## config.mk

```make
export PLATFORM = sky130hd
export DESIGN_NAME = avmm_noc_arbiter
export DESIGN_NICKNAME = d
export VERILOG_FILES = /design/src/rtl/avmm_arb_pkg.sv /design/src/rtl/rr_picker.sv /design/src/rtl/avmm_noc_arbiter.sv
export SDC_FILE = /design/constraint.sdc
export NUM_CORES = 1
export LEC_CHECK = 0
export CAP_MARGIN = 20
export CORE_AREA = 4 4 134 136
export DETAILED_ROUTE_END_ITERATION = 6
export DIE_AREA = 0 0 138 140
export GPL_TIMING_DRIVEN = 1
export HOLD_SLACK_MARGIN = 0.08
export PLACE_DENSITY = 0.78
export SYNTH_ARGS = -nofsm -noshare
export SYNTH_HDL_FRONTEND = slang
export SYNTH_HIERARCHICAL = 1
export SYNTH_SLANG_ARGS = --single-unit
```

## constraint.sdc

```tcl
create_clock -name clk -period 3.5 [get_ports clk]
set_input_delay 1.05 -clock clk [delete_from_list [all_inputs] [get_ports clk]]
set_output_delay 1.05 -clock clk [all_outputs]
set_load 0.05 [all_outputs]
```

## src/rtl/avmm_arb_pkg.sv

```systemverilog
// avmm_arb_pkg: shared state type and constants for the AVMM NoC arbiter
package avmm_arb_pkg;
  typedef enum logic [1:0] {IDLE, ISSUE, ACK, RDWAIT} state_t;
  localparam int AVMM_ADDR_W = 20;
  localparam int AVMM_DATA_W = 32;
  localparam logic [31:0] TIMEOUT_DATA = 32'hDEAD_BEEF;
endpackage

```

## src/rtl/rr_picker.sv

```systemverilog
// rr_picker: combinational round-robin pick of the first eligible port after the last grant
module rr_picker #(
  parameter int N  = 4,
  parameter int IW = $clog2(N)
) (
  input  logic [N-1:0]  elig,
  input  logic [IW-1:0] last,
  output logic [IW-1:0] gnt,
  output logic          vld
);
  // Scan from the farthest candidate down so the nearest one after last wins
  always_comb begin
    gnt = '0;
    vld = 1'b0;
    for (int k = N; k >= 1; k--) begin
      if (elig[(int'(last) + k) % N]) begin
        gnt = IW'((int'(last) + k) % N);
        vld = 1'b1;
      end
    end
  end
endmodule

```

## src/rtl/avmm_noc_arbiter.sv

```systemverilog
// avmm_noc_arbiter: round-robin share of one AVMM master among NUM_REQ regions, one transaction at a time.
// Optional watchdog enabled by defining AVMM_ARB_TIMEOUT_EN.
module avmm_noc_arbiter
  import avmm_arb_pkg::*;
#(
  parameter int NUM_REQ     = 4,
  parameter int ADDR_W      = AVMM_ADDR_W,
  parameter int DATA_W      = AVMM_DATA_W,
  parameter int TIMEOUT_CYC = 1024
) (
  input  logic                      clk,
  input  logic                      rst,
  input  logic [NUM_REQ-1:0]        freeze,
  input  logic [NUM_REQ*ADDR_W-1:0] s_address,
  input  logic [NUM_REQ*DATA_W-1:0] s_writedata,
  input  logic [NUM_REQ-1:0]        s_write,
  input  logic [NUM_REQ-1:0]        s_read,
  output logic [NUM_REQ-1:0]        s_waitrequest,
  output logic [DATA_W-1:0]         s_readdata,
  output logic [NUM_REQ-1:0]        s_readdatavalid,
  output logic [ADDR_W-1:0]         m_address,
  output logic [DATA_W-1:0]         m_writedata,
  output logic                      m_write,
  output logic                      m_read,
  input  logic                      m_waitrequest,
  input  logic [DATA_W-1:0]         m_readdata,
  input  logic                      m_readdatavalid,
  output logic [NUM_REQ-1:0]        err_timeout
);
  localparam int IW = $clog2(NUM_REQ);
  state_t st;
  logic [IW-1:0] ptr, pick;
  logic pick_vld, is_rd, rd_ok, ret, tmo_fire, tmo_ack, discard;
  logic [DATA_W-1:0] ret_data;

  rr_picker #(.N(NUM_REQ), .IW(IW)) u_pick (
    .elig((s_read | s_write) & ~freeze),
    .last(ptr),
    .gnt (pick),
    .vld (pick_vld)
  );

  assign rd_ok    = m_readdatavalid & ~discard;
  assign ret      = is_rd && ((st == ACK && (tmo_ack || rd_ok)) || (st == RDWAIT && (rd_ok || tmo_fire)));
  assign ret_data = (st == ACK && tmo_ack) || (st == RDWAIT && !rd_ok) ? DATA_W'(TIMEOUT_DATA) : m_readdata;

  always_comb begin
    s_waitrequest = '1;
    if (st == ACK && !freeze[ptr]) s_waitrequest[ptr] = 1'b0;
  end

`ifdef AVMM_ARB_TIMEOUT_EN
  localparam int CW = $clog2(TIMEOUT_CYC + 1);
  logic [CW-1:0] cnt;
  logic [NUM_REQ-1:0] err_q;
  logic tmo_q, dis_q;
  assign tmo_fire    = cnt == CW'(TIMEOUT_CYC - 1) && ((st == ISSUE && m_waitrequest) || (st == RDWAIT && !rd_ok));
  assign tmo_ack     = tmo_q;
  assign discard     = dis_q;
  assign err_timeout = err_q;
  // Counter only ever leaves ISSUE/RDWAIT through a zeroing state, so it restarts on every entry
  always_ff @(posedge clk)
    if (!rst) begin
      cnt   <= '0;
      err_q <= '0;
      tmo_q <= 1'b0;
      dis_q <= 1'b0;
    end else begin
      cnt   <= (st == ISSUE || st == RDWAIT) ? cnt + 1'b1 : '0;
      tmo_q <= tmo_fire && st == ISSUE;
      dis_q <= (tmo_fire && st == RDWAIT) | (dis_q & ~m_readdatavalid);
      if (tmo_fire) err_q[ptr] <= 1'b1;
    end
`else
  assign tmo_fire    = 1'b0;
  assign tmo_ack     = 1'b0;
  assign discard     = 1'b0;
  assign err_timeout = '0;
`endif

  always_ff @(posedge clk)
    if (!rst) begin
      st              <= IDLE;
      ptr             <= IW'(NUM_REQ - 1);
      is_rd           <= 1'b0;
      m_read          <= 1'b0;
      m_write         <= 1'b0;
      m_address       <= '0;
      m_writedata     <= '0;
      s_readdata      <= '0;
      s_readdatavalid <= '0;
    end else begin
      s_readdatavalid <= '0;
      case (st)
        IDLE: if (pick_vld) begin
          st          <= ISSUE;
          ptr         <= pick;
          is_rd       <= s_read[pick];
          m_read      <= s_read[pick];
          m_write     <= ~s_read[pick];
          m_address   <= s_address[int'(pick)*ADDR_W +: ADDR_W];
          m_writedata <= s_writedata[int'(pick)*DATA_W +: DATA_W];
        end
        ISSUE: if (!m_waitrequest || tmo_fire) begin
          st      <= ACK;
          m_read  <= 1'b0;
          m_write <= 1'b0;
        end
        ACK:     st <= !is_rd || tmo_ack || rd_ok ? IDLE : RDWAIT;
        default: st <= rd_ok || tmo_fire ? IDLE : RDWAIT;
      endcase
      // A region frozen mid-read still lets the NoC finish, but never sees the data
      if (ret) begin
        s_readdata           <= ret_data;
        s_readdatavalid[ptr] <= ~freeze[ptr];
      end
    end
endmodule

```

Word level (Yosys, flattened, before mapping). Index checks and enable logic that the tools add are counted.

Word-level logic and storage cells: 98. Flip-flop bits (word level): 95. Input bits: 256.

Magnitude comparators: 7. Bitwise gates (word level): 11. Shifts and indexed selects: 2. Muxes and demuxes: 38. Multiply operators: 1. Add/subtract/negate cells: 4. Reduce and logical (&&, ||, !) cells: 21. Equal/unequal tests: 5.

Operator list (number): indexed part select 128 x 8 -> 32 bit (1); indexed part select 80 x 8 -> 20 bit (1); two-way mux 32 bit (1); two-way mux 1 bit (18); less-than comparator 3 x 4 -> 1 bit (second input constant) (4); two-way mux 2 bit (8); binary-select mux 1 bit (select 2 bit) (6); bitwise AND 4 bit (2); inverter 4 bit (2); OR reduction 2 bit (4); logical AND 1 bit (6); less-than comparator 2 x 3 -> 1 bit (second input constant) (2); case mux 2 bit (3 select lines) (1); AND reduction 2 bit (3); multiplier 2 x 3 -> 5 bit (second input constant) (1); adder 2 x 1 -> 2 bit (second input constant) (2); adder 2 bit (second input constant) (2); bitwise AND 1 bit (first input constant) (4); equality test 2 bit (second input constant) (2); two-way mux 4 bit (1); inequality test 2 bit (second input constant) (2); bitwise OR 4 bit (1); case mux 1 bit (2 select lines) (2); zero test 1 bit (3); other kinds (8) (10).

Logic depth before layout (Yosys ltp).
Word-level depth: 15. Mapped depth: 9.

Cells and area by module. Netlist, hierarchy kept.

Modules (own cells, without submodules): avmm_noc_arbiter (times used 1, area each 4606.9 sq um, cells each 384, seq. area each 1901.8 sq um); rr_picker (times used 1, area each 91.3 sq um, cells each 14, seq. area each 0.0 sq um).

Worst setup path after synthesis. No wires, ideal clock.

Path type: input port to flip-flop. Start point: input s_write[3]. End point: register m_address[10]. Arrival time: 2635 ps. Required time: 3383 ps. Path buffers: 2. Path slack: 749 ps. Stages on the path: 9. Cells stage by stage: nor2_1 nor2_1 and2b_1 a21oi_2 o221ai_2 buf_6 buf_6 mux4_2 a22o_1.

Cells in the longest elaborated chain, start to end: 11. Elaborated cells between the ends (all ways): 25. Those cells by class: mul: 1; shift: 1; mux: 20; bitwise: 2; reduce/logical: 1.

RTL lines: start: declaration (line avmm_noc_arbiter.sv:16) `input logic [NUM_REQ-1:0] s_write,`; bitwise OR 4 bit (*) (line avmm_noc_arbiter.sv:37) `.elig((s_read | s_write) & ~freeze),`; bitwise AND 4 bit (*) (line avmm_noc_arbiter.sv:37); binary-select mux 1 bit (select 2 bit) (line rr_picker.sv:16) `if (elig[(int'(last) + k) % N]) begin`; two-way mux 1 bit (implied by the code) (2 in series) (line rr_picker.sv:16); two-way mux 2 bit (3 in series) (line rr_picker.sv:16); two-way mux 2 bit (*) (line rr_picker.sv:16); via pick[0] (line avmm_noc_arbiter.sv:32) `logic [IW-1:0] ptr, pick;`; multiplier 2 x 3 -> 5 bit (*) (line avmm_noc_arbiter.sv:101) `m_address <= s_address[int'(pick)*ADDR_W +: ADDR_W];`; indexed part select 80 x 8 -> 20 bit (*) (line avmm_noc_arbiter.sv:101); end signal: assignment (line avmm_noc_arbiter.sv:101); end: declaration (line avmm_noc_arbiter.sv:21) `output logic [ADDR_W-1:0] m_address,`.

The timed path passes the listed nets; every way through them passes the cells marked *. The select of a mux whose other input is x is not followed. A chain may end at the register's enable or synchronous reset.

Final worst setup path.
Start point: input freeze[1]. End point: output s_waitrequest[1].

Cells in the longest elaborated chain, start to end: 5.

RTL lines: start: declaration (line avmm_noc_arbiter.sv:13) `input logic [NUM_REQ-1:0] freeze,`; binary-select mux 1 bit (select 2 bit) (line avmm_noc_arbiter.sv:49) `if (st == ACK && !freeze[ptr]) s_waitrequest[ptr] = 1'b0;`; two-way mux 1 bit (implied by the code) (line avmm_noc_arbiter.sv:49); zero test 1 bit (line avmm_noc_arbiter.sv:49); logical AND 1 bit (line avmm_noc_arbiter.sv:49); two-way mux 4 bit (line avmm_noc_arbiter.sv:49); end: declaration (line avmm_noc_arbiter.sv:18) `output logic [NUM_REQ-1:0] s_waitrequest,`.

No other way between the ends. The select of a mux whose other input is x is not followed.

==> flow_summary.ini <==
[route]
num_vias = 4640
drc = 0
routed_wire_length_per_instance_um = 18.36
detail_route.first_pass.iterations = 4
dr.first_iter.drc_count = 155
ant_nets = 0
postRouteWirelength_um = 17900
routed_via_density = 4.759

[clocking]
cell_chosen_for_the_clock_root = sky130_fd_sc_hd__clkbuf_16
clk_transition_reported_paths_ps = 70
numCtsBuffers = 9
tritoncts = yes
insertion_delay_ps = 350
cts-htree-levels = 3
cts_num_sinks = 95
cts_repair_resize_count = 0
cts_max_path_buffers = 2
cts.repair_timing.setup_buffer_count = 0
post_cts_hold_buffer_count = 0

[global_routing]
gr_overflow_total = 0
globalRouteTotalUtil_pct = 17.87
grt_start_max_net_pins = 42
number_of_antenna_violations_at_the_first_check_in_global_routing = 0
first_global_vias = 4744
grt_first_pass_wirelength_um = 27080

[critical_path]
crit_path_max_incr_delay_ps = 450
cpLargestDelayFamily = buffers and inverters
critical_path.max_fanout = 2
critical_path_depth = 4
worst_path_max_delay_cell = sky130_fd_sc_hd__clkdlybuf4s50_1
reg2reg_setup_slack_ps = 1240
critical_path_launch_point_type = input pin
critical_path.n_buffers_inverters = 2
cp-startpoint = freeze[1]
cp-endpoint = s_waitrequest[1]
timing.setup.critical_path_class = input pin to primary output
rr_worst_depth = 7
crit_chain = clkdlybuf4s50_1 -> nor3b_1 -> nand2_1 -> buf_4
worstSetupEndpointType = primary output
critical_path_required_ps = 2450
regToRegStartpoint = ptr[1]
worstPathArrival_ps = 2130
regToRegEndpoint = m_writedata[10]

[sta]
max_clock_freq_mhz = 314.8
max_slew.worst_pin.slew_ps = 578.6
tns_ps = 0
setup_viol = 0
final_critical_path_setup_slack_ps = 323.7
slew_headroom_pct = 61.31
fin_worst_skew_ps = 5.756
rsz0062_at_grt = no
slew_violations = 0
final_period_minus_worst_setup_slack_ps = 3176
final.hold.worst_slack_ps = 458.0
timing.final.crit_share_pct = 90.75
final-hold-violation-count = 0

[floorplan]
full_die_area_mm2 = 0.01932
dieWidth_um = 138
chipHeight_um = 140
coreArea_mm2 = 0.01694
initial_utilization_pct = 27.74
boundaryPins = 354
num_rows = 48

[finish]
multi_input_comb_area_mm2 = 0.002527
layout.filler_cells = 1521
syn2layout_area_growth_pct = 86.21
antenna-diode-count = 0
drive_gt1_share_pct = 13.73
area.sequential_mm2 = 0.001902
final_nets = 1001

[power_and_ir_drop]
peakVddDrop_v = 0.0002348
finalPower_mw = 3.665
total_leakage_power_nw = 3.167
power-per-cell-area_mw_per_mm2 = 419.0

[synthesis]
synth_largest_area_cell = sky130_fd_sc_hd__dfxtp_1
yosys_register_bits = 95
synthCells = 398
synthDominantCellAreaShare_pct = 40.48
ys_top_cells_by_area = sky130_fd_sc_hd__dfxtp_1 40%, sky130_fd_sc_hd__mux4_2 25%, sky130_fd_sc_hd__a22o_1 9.9%, sky130_fd_sc_hd__nand2_1 6.0%, sky130_fd_sc_hd__a21boi_0 5.1%
async_s_r_ff_share_synth_pct = 0
synth.distinct_cells = 32
synthFlopType = sky130_fd_sc_hd__dfxtp_1
synth_warnings = 6
syn-mean-instance-area_um2 = 11.80
synth_seq_area_share_pct = 40.48
synth_enable_flop_cells = 0
mappedNetlistArea_mm2 = 0.004698

[run_status]
status = completed

[placement]
portBuffers = 349
gpl.final_weighted_congestion = 0.8697
place_hpwl_um = 14410
post-place-ws_ps = 45.59

[run]
drv.max_cap_violation_count = 0

[hold_path]
hold_path_class = flop to flop
## flip-flops by register name (all words and copies together) (netlist names)
signal and flops:
m_writedata 32, s_readdata 32, m_address 20, s_readdatavalid 4, ptr 2, st 2, is_rd 1, m_read 1
m_write 1
## worst min-delay path by stage
| stage | startpoint | to | slack (ps) | cells past startpoint |
|---|---|---|---|---|
| finish | m_write | m_write | 460 | 2 |
| CTS | m_write | m_write | 460 | 2 |
| global placement | m_write | m_write | 450 | 2 |
| global route | s_readdata[25] | s_readdata[25] | 480 | 2 |
| detailed placement | m_write | m_write | 450 | 2 |
| floorplan | is_rd | is_rd | 490 | 1 |
## layer usage
metal,wire (µm),part of all wire (%),vias up,global-route usage (%)
met4,507,2.8,0,7.488
met3,1393,7.8,34,4.780
met5,0,0,-,0
met2,9171,51,201,31.42
li1,-,-,2183,-
met1,6826,38,2222,20.59
## metrics by stage
| stage | utilization (%) | cells | instance area, µm² |
|---|---|---|---|
| floorplan | - | 401 | 4710 |
| global placement | 49.99 | 959 | 8466 |
| detailed placement | 49.99 | 959 | 8466 |
| CTS | 51.65 | 975 | 8748 |
| global route | 51.65 | 975 | 8748 |
| finish | 51.65 | 975 | 8748 |
## where the power goes
| group | internal, mW | total (mW) | switching, mW |
|---|---|---|---|
| sequential | 1.19 | 1.26 | 0.0722 |
| clock | 0.505 | 0.948 | 0.442 |
| combinational | 0.766 | 1.46 | 0.693 |
| total | 2.46 | 3.67 | 1.21 |
## worst register-to-register path: stages (launching register included)
cell	delay [ps]
sky130_fd_sc_hd__dfxtp_1	550
sky130_fd_sc_hd__nand2b_1	180
sky130_fd_sc_hd__a21oi_2	70
sky130_fd_sc_hd__o221ai_4	220
sky130_fd_sc_hd__buf_12	220
sky130_fd_sc_hd__buf_4	220
sky130_fd_sc_hd__mux4_2	500
sky130_fd_sc_hd__a22o_1	190
## final cells by class
type	count	area share [%]
tap	225	3.218
timing repair buffer	372	42.79
multi-input combinational	264	28.89
inverter	3	0.1287
sequential	95	21.74
clock inverter	6	0.5006
clock buffer	10	2.732
## Yosys cell counts, drive strengths merged, types with 2 or more instances
| cell | number |
|---|---|
| and3 | 3 |
| dfxtp | 95 |
| a21boi | 32 |
| a22o | 53 |
| a21oi | 3 |
| inv | 3 |
| clkbuf | 8 |
| nand2b | 3 |
| nand2 | 75 |
| nor2b | 2 |
| nor2 | 15 |
| nor3 | 2 |
| nand3 | 2 |
| buf | 31 |
| nor3b | 4 |
| mux4 | 53 |
| mux2i | 4 |
| o21a | 2 |
## cells in the final DEF, fill, tap and decap left out, types with 2 or more instances in the layout
cell,n
sky130_fd_sc_hd__buf_12,7
sky130_fd_sc_hd__buf_4,20
sky130_fd_sc_hd__clkbuf_16,9
sky130_fd_sc_hd__nand2b_1,3
sky130_fd_sc_hd__nor3_1,2
sky130_fd_sc_hd__nor2_1,15
sky130_fd_sc_hd__inv_1,3
sky130_fd_sc_hd__mux4_2,53
sky130_fd_sc_hd__clkinv_2,2
sky130_fd_sc_hd__a21boi_0,32
sky130_fd_sc_hd__conb_1,4
sky130_fd_sc_hd__nand3_1,2
sky130_fd_sc_hd__inv_6,2
sky130_fd_sc_hd__a22o_1,53
sky130_fd_sc_hd__clkdlybuf4s50_1,345
sky130_fd_sc_hd__nand2_1,75
sky130_fd_sc_hd__mux2i_1,4
sky130_fd_sc_hd__dfxtp_1,95
sky130_fd_sc_hd__and3_1,3
sky130_fd_sc_hd__o21a_1,2
sky130_fd_sc_hd__nor3b_1,3
## kinds of logic (layout without fill, tap and decap cells)
family | count (synthesis) | count (layout) | share of synthesized area (%)
AOI/OAI and AO/OA | 94 | 94 | 16.40
buffers and inverters | 42 | 391 | 6.551
DFF | 95 | 95 | 40.48
muxes | 57 | 57 | 26.26
other | 1 | 4 | 0.07982
and+or+nand+nor | 109 | 109 | 10.23
No activity file was read; power rests on OpenSTA's default activity.
